[config.mk]
export PLATFORM = sky130hd
export DESIGN_NAME = sound_fx_seq_flat
export DESIGN_NICKNAME = d
export VERILOG_FILES = /design/src/rtl/sound_fx_seq_if.sv /design/src/rtl/sound_fx_seq.sv /design/src/flat_wrapper.sv
export SDC_FILE = /design/constraint.sdc
export NUM_CORES = 1
export LEC_CHECK = 0
export BUFFER_PORTS_ARGS = -buffer_cell sky130_fd_sc_hd__buf_2
export CAP_MARGIN = 40
export CORE_ASPECT_RATIO = 1.25
export CORE_UTILIZATION = 35
export CTS_BUF_LIST = sky130_fd_sc_hd__clkbuf_2 sky130_fd_sc_hd__clkbuf_4 sky130_fd_sc_hd__clkbuf_8
export CTS_CLUSTER_SIZE = 20
export DETAILED_ROUTE_END_ITERATION = 8
export SYNTH_ARGS = -nofsm -noshare
export SYNTH_HDL_FRONTEND = slang
export SYNTH_SLANG_ARGS = --single-unit
[constraint.sdc]
create_clock -name clk -period 7.7 [get_ports clk]
set_input_delay 1.925 -clock clk [delete_from_list [all_inputs] [get_ports clk]]
set_output_delay 1.925 -clock clk [all_outputs]
set_load 0.02 [all_outputs]
[src/rtl/sound_fx_seq_if.sv]
// Control/status bundle for the sound effect sequencer: trigger and mute
// requests in, speaker drive and playback status out.
`timescale 1ns/1ps
interface sound_fx_seq_if #(
  parameter int NUM_FX = 4
);
  logic [NUM_FX-1:0] trig;
  logic              enable;
  logic              speaker_out;
  logic              busy;
  logic [2:0]        fx_id;

  modport master (
    output trig, enable,
    input  speaker_out, busy, fx_id
  );

  modport slave (
    input  trig, enable,
    output speaker_out, busy, fx_id
  );
endinterface

[src/rtl/sound_fx_seq.sv]
// Plays short fixed note sequences as a square wave on a single speaker pin;
// lower-numbered effects take priority over the one currently playing.
`timescale 1ns/1ps
module sound_fx_seq #(
  parameter int CLK_HZ   = 100000000,
  parameter int NUM_FX   = 4,
  parameter int SEQ_LEN  = 8,
  parameter int NOTE_CYC = 12500000,
  parameter int GAP_CYC  = 100000
) (
  input logic           clk,
  input logic           reset,
  sound_fx_seq_if.slave bus
);

  localparam int NOTE_W = $clog2(NOTE_CYC + 1);
  localparam int TONE_W = 24;
  localparam logic [NOTE_W-1:0] PLAY_LAST = NOTE_W'(NOTE_CYC - GAP_CYC - 1);
  localparam logic [NOTE_W-1:0] GAP_LAST  = NOTE_W'(GAP_CYC - 1);
  localparam logic [3:0]        SLOT_LAST = 4'(SEQ_LEN - 1);

  typedef enum logic [1:0] {IDLE, PLAY, GAP} state_t;

  state_t              state, state_d;
  logic [3:0]          slot, slot_d;
  logic [2:0]          fx_id_q, fx_id_d;
  logic [NOTE_W-1:0]   note_cnt, note_cnt_d;
  logic [TONE_W-1:0]   tone_cnt, tone_cnt_d;
  logic                phase, phase_d;
  logic                speaker_q, speaker_d;
  logic                busy_q;
  logic                trig_any;
  logic [2:0]          trig_idx;
  logic                accept;
  logic                last_gap_end;
  logic [2:0]          note_cur;

  // Effects 4..7 reuse the four base patterns, so only the low two bits matter.
  function automatic logic [2:0] note_of(input logic [1:0] fx, input logic [3:0] s);
    logic [2:0] n;
    n = 3'd0;
    case (fx)
      2'd0: if (s < 4'd6) n = 3'd6 - s[2:0];
      2'd1: n = s[0] ? 3'd0 : 3'd7;
      2'd2: n = 3'd2 + {1'b0, s[1:0]};
      default: begin
        case (s)
          4'd0:    n = 3'd3;
          4'd1:    n = 3'd4;
          4'd2:    n = 3'd5;
          default: n = 3'd7;
        endcase
      end
    endcase
    return n;
  endfunction

  function automatic logic [TONE_W-1:0] half_m1(input logic [2:0] n);
    logic [TONE_W-1:0] h;
    case (n)
      3'd1:    h = TONE_W'(CLK_HZ / 440 - 1);
      3'd2:    h = TONE_W'(CLK_HZ / 880 - 1);
      3'd3:    h = TONE_W'(CLK_HZ / 1046 - 1);
      3'd4:    h = TONE_W'(CLK_HZ / 1318 - 1);
      3'd5:    h = TONE_W'(CLK_HZ / 1568 - 1);
      3'd6:    h = TONE_W'(CLK_HZ / 1760 - 1);
      3'd7:    h = TONE_W'(CLK_HZ / 2094 - 1);
      default: h = '0;
    endcase
    return h;
  endfunction

  // Lowest set trigger bit wins.
  always_comb begin
    trig_any = |bus.trig;
    trig_idx = '0;
    for (int i = NUM_FX - 1; i >= 0; i--) begin
      if (bus.trig[i]) trig_idx = 3'(i);
    end
  end

  assign note_cur = note_of(fx_id_q[1:0], slot);

  always_comb begin
    state_d      = state;
    slot_d       = slot;
    fx_id_d      = fx_id_q;
    note_cnt_d   = note_cnt;
    tone_cnt_d   = tone_cnt;
    phase_d      = phase;
    last_gap_end = 1'b0;

    case (state)
      PLAY: begin
        if (note_cnt == '0) begin
          state_d    = GAP;
          note_cnt_d = GAP_LAST;
          phase_d    = 1'b0;
        end else begin
          note_cnt_d = note_cnt - NOTE_W'(1);
          if (tone_cnt == '0) begin
            tone_cnt_d = half_m1(note_cur);
            phase_d    = ~phase;
          end else begin
            tone_cnt_d = tone_cnt - TONE_W'(1);
          end
        end
      end
      GAP: begin
        if (note_cnt == '0) begin
          if (slot == SLOT_LAST) begin
            state_d      = IDLE;
            last_gap_end = 1'b1;
          end else begin
            state_d    = PLAY;
            slot_d     = slot + 4'd1;
            note_cnt_d = PLAY_LAST;
            tone_cnt_d = half_m1(note_of(fx_id_q[1:0], slot + 4'd1));
          end
        end else begin
          note_cnt_d = note_cnt - NOTE_W'(1);
        end
      end
      default: ;
    endcase

    // A start on the final gap edge behaves like a start from IDLE, keeping busy high.
    accept = trig_any && ((state == IDLE) || last_gap_end || (trig_idx < fx_id_q));
    if (accept) begin
      state_d    = PLAY;
      fx_id_d    = trig_idx;
      slot_d     = '0;
      note_cnt_d = PLAY_LAST;
      tone_cnt_d = half_m1(note_of(trig_idx[1:0], 4'd0));
      phase_d    = 1'b0;
    end

    speaker_d = bus.enable && (state == PLAY) && (state_d == PLAY) && !accept &&
                (note_cur != 3'd0) && phase_d;
  end

  always_ff @(posedge clk or posedge reset) begin
    if (reset) begin
      state     <= IDLE;
      slot      <= '0;
      fx_id_q   <= '0;
      note_cnt  <= '0;
      tone_cnt  <= '0;
      phase     <= 1'b0;
      speaker_q <= 1'b0;
      busy_q    <= 1'b0;
    end else begin
      state     <= state_d;
      slot      <= slot_d;
      fx_id_q   <= fx_id_d;
      note_cnt  <= note_cnt_d;
      tone_cnt  <= tone_cnt_d;
      phase     <= phase_d;
      speaker_q <= speaker_d;
      busy_q    <= (state_d != IDLE);
    end
  end

  assign bus.speaker_out = speaker_q;
  assign bus.busy        = busy_q;
  assign bus.fx_id       = fx_id_q;

endmodule

[src/flat_wrapper.sv]
// flat-port wrapper written by rule: the top's interface ports become plain ports
module sound_fx_seq_flat 
#(
  parameter int CLK_HZ   = 100000000,
  parameter int NUM_FX   = 4,
  parameter int SEQ_LEN  = 8,
  parameter int NOTE_CYC = 12500000,
  parameter int GAP_CYC  = 100000
)
  (clk, reset, bus_trig, bus_enable, bus_speaker_out, bus_busy, bus_fx_id);
  sound_fx_seq_if #(.NUM_FX(NUM_FX)) bus_i ();
  input logic clk;
  input logic reset;
  input wire logic [$bits(bus_i.trig)-1:0] bus_trig;
  input wire logic [$bits(bus_i.enable)-1:0] bus_enable;
  output wire logic [$bits(bus_i.speaker_out)-1:0] bus_speaker_out;
  output wire logic [$bits(bus_i.busy)-1:0] bus_busy;
  output wire logic [$bits(bus_i.fx_id)-1:0] bus_fx_id;
  assign bus_i.trig = bus_trig;
  assign bus_i.enable = bus_enable;
  assign bus_speaker_out = bus_i.speaker_out;
  assign bus_busy = bus_i.busy;
  assign bus_fx_id = bus_i.fx_id;
  sound_fx_seq #(.CLK_HZ(CLK_HZ), .NUM_FX(NUM_FX), .SEQ_LEN(SEQ_LEN), .NOTE_CYC(NOTE_CYC), .GAP_CYC(GAP_CYC)) u_core (.clk(clk), .reset(reset), .bus(bus_i));
endmodule
==> results.toml <==
[run_status]
status = "finished, final reports clean"

[power_and_ir_drop]
swShare_pct = 47.9
ir_drop_mv = 0.153
clkPwrFrac_pct = 18.2
p_int_w = 0.000820
p_leak_nw = 1.98
combPwrFrac_pct = 53.1
powerDensity_nw_per_um2 = 314
p_sw_w = 0.000755
seq_power_share_pct = 28.8
power_w = 0.00158

[routing]
post_drt_wl_per_cell_um = 17.5
drtIter0Drc = 229
drtAntennaViolNets = 0
routed_via_density = 5.88
drc_errors = 0
routed_wl_um = 13400
vias = 4491
firstDrtPassIters = 4

[grt]
grt_usage_pct = 20.3
grt_antenna_before_repair = 0
grt-ovfl-total = 0
grt_pass1_vias = 4345
grt_pass1_wl_um = 22200
grt_max_degree = 60

[logic_synthesis]
synth_edf_count = 0
ys_warn_count = 0
yosysTopAreaCell = "dfrtp_1"
syn_avg_cell_area_um2 = 7.82
ys_ff_latch = 59
async_reset_ff_share_pct = 100
synth_cell_types = 68
ys.flop_type = "dfrtp_1"
ys_seq_area_share_pct = 31.8
netlist_top_cells_area = "dfrtp_1 32%, a21oi_1 5.5%, nor2_1 5.5%, ha_1 5.4%, o21ai_0 4.5%"
synthesis.area_um2 = 4640
synth_top_area_share_pct = 31.8
netlist_instances = 594
synth_nets = 621

[clock_tree]
numCtsBuffers = 9
clk_latency_ns = 0.36
cts_resized = 0
cts_setup_buffers = 0
ctsLongestPathBuffers = 2
clockRootBuffer = "clkbuf_8"
cts-hold-fix-buffers = 0
cts_tree = "built"
clkTransAtPathRegs_ns = 0.08
cts_htree_levels = 3
clock_sinks = 59

[critical_path]
crit_fanout = 30
arrival_ns = 4.94
cp_data_required_time_ns = 7.98
crit_path_end_kind = "flop"
critPathKind = "input port to flop"
start_kind = "input port"

[floorplanning]
io_pins = 12
die_area_um2 = 13700
rows = 46
die_h_um = 131
start_util_pct = 36.2
coreArea_um2 = 12800
die_w_um = 105

[sta]
hold_viol_final = 0
finalSetupTns_ns = 0
setup_viol = 0
period_needed_ns = 4.67
relSlewSlack_pct = 44.6
period_share_pct = 60.6
rsz0062_at_grt = "no"
skew_ns = 0.00935
slew_violations = 0
worst_pin_slew_ns = 0.829
max_freq_mhz = 214

[cells_and_area]
layout_common_cells = "68 x nor2_1, 59 x dfrtp_1, 51 x a21oi_1"
stdcell_count = 764
area_growth_syn_to_layout_pct = 8.00
fillers = 1341
drive_gt1_share_pct = 8.22
finalNetCount = 618
seqCellArea_um2 = 1480
antenna_cells = 0
final_common_cell = "nor2_1"
multi_input_area_um2 = 2930

[place]
gp_congestion = 0.897
dp.cells = 747
portBuffers = 10
hpwl_um = 9630

[job]
maxCapViolCount = 0

[min_path]
min_path_type = "flop to flop"
-- Yosys cell counts, drive strengths merged (7+ instances only) --
| master | instances |
|---|---|
| and2 | 8 |
| nor3 | 33 |
| nor4 | 7 |
| buf | 11 |
| nor2 | 69 |
| dfrtp | 59 |
| a211oi | 8 |
| nand3 | 13 |
| xor2 | 15 |
| or3 | 19 |
| xnor2 | 13 |
| o21ai | 46 |
| inv | 24 |
| a21oi | 52 |
| nand4 | 8 |
| a31oi | 10 |
| clkbuf | 22 |
| ha | 20 |
| nand2b | 7 |
| nand2 | 50 |
-- power by group through the flow --
stage	clock network (W)	registers [W]	logic, W
after global routing	0.000306	0.000463	0.000917
after global placement	0	0.000456	0.000813
final	0.000286	0.000453	0.000836
after CTS	0.000292	0.000451	0.000823
after detailed placement	0	0.000456	0.000820
after floorplan	0	0.000434	0.000637
-- registers in the layout (all words and copies together) (netlist names) --
signal and cells:
u_core.bus.busy 1, u_core.bus.fx_id 2, u_core.slot 4, u_core.phase 1, u_core.tone_cnt 24, u_core.bus.speaker_out 1, u_core.state 2, u_core.note_cnt 24
-- cells by family after synthesis --
group                    count (synthesis)  share of synthesized area, %
flip-flops                              59                          31.8
AND/OR/NAND/NOR                        243                          26.0
multiplexers                             4                         0.916
AO/OA/AOI/OAI                          182                          25.3
XOR/XNOR                                28                          5.28
buffers and inverters                   57                          5.31
adder cells (fa/ha/maj)                 20                          5.39
other                                    1                        0.0807
-- area by class of cell --
type / count / share of cell area [%]
multi-input combinational: 478 / 58.4
sequential: 59 / 29.4
tap: 168 / 4.19
clock buffer: 9 / 2.47
timing repair buffer: 19 / 2.37
inverter: 24 / 1.80
clock inverter: 7 / 1.37
-- worst paths after layout --
| check | end | start | cells past startpoint | slack [ns] |
|---|---|---|---|---|
| min in group asynchronous | u_core.tone_cnt[22] | reset | 3 | 1.79 |
| max in group asynchronous | u_core.note_cnt[14] | reset | 3 | 5.40 |
| max reg2reg | u_core.note_cnt[22] | u_core.note_cnt[3] | 7 | 4.05 |
| min reg2reg | u_core.note_cnt[2] | u_core.note_cnt[2] | 1 | 0.50 |
| max | u_core.tone_cnt[0] | bus_trig[2] | 13 | 3.03 |
| min | u_core.note_cnt[2] | u_core.note_cnt[2] | 1 | 0.50 |
-- through the flow --
step	util [%]	setup slack (ns)	hold slack [ns]	area, µm²
floorplan	-	3.22	0.455	4640
global placement	37.5	2.49	0.493	4810
detailed placement	37.5	2.32	0.489	4820
CTS	39.0	2.67	0.502	5010
global route	39.1	2.81	0.519	5020
finish	39.1	3.03	0.504	5020
-- worst max-delay path, stage by stage --
cell and delay [ns]:
buf_2 0.11, o21ai_0 0.47, inv_1 0.22, ha_1 0.35, inv_1 0.04, o41ai_1 0.43, clkbuf_2 0.24, a21o_1 0.14
buf_4 0.32, mux2_2 0.38, o211ai_1 0.11, nor2_1 0.06, a21oi_1 0.11
-- per-layer routing --
metal / track usage (%) / routed length, µm
met1: 25.5 / 5720
met5: 0 / 0
met4: 9.03 / 442
met3: 3.22 / 672
met2: 34.9 / 6530
No activity file was read; power rests on OpenSTA's default activity.
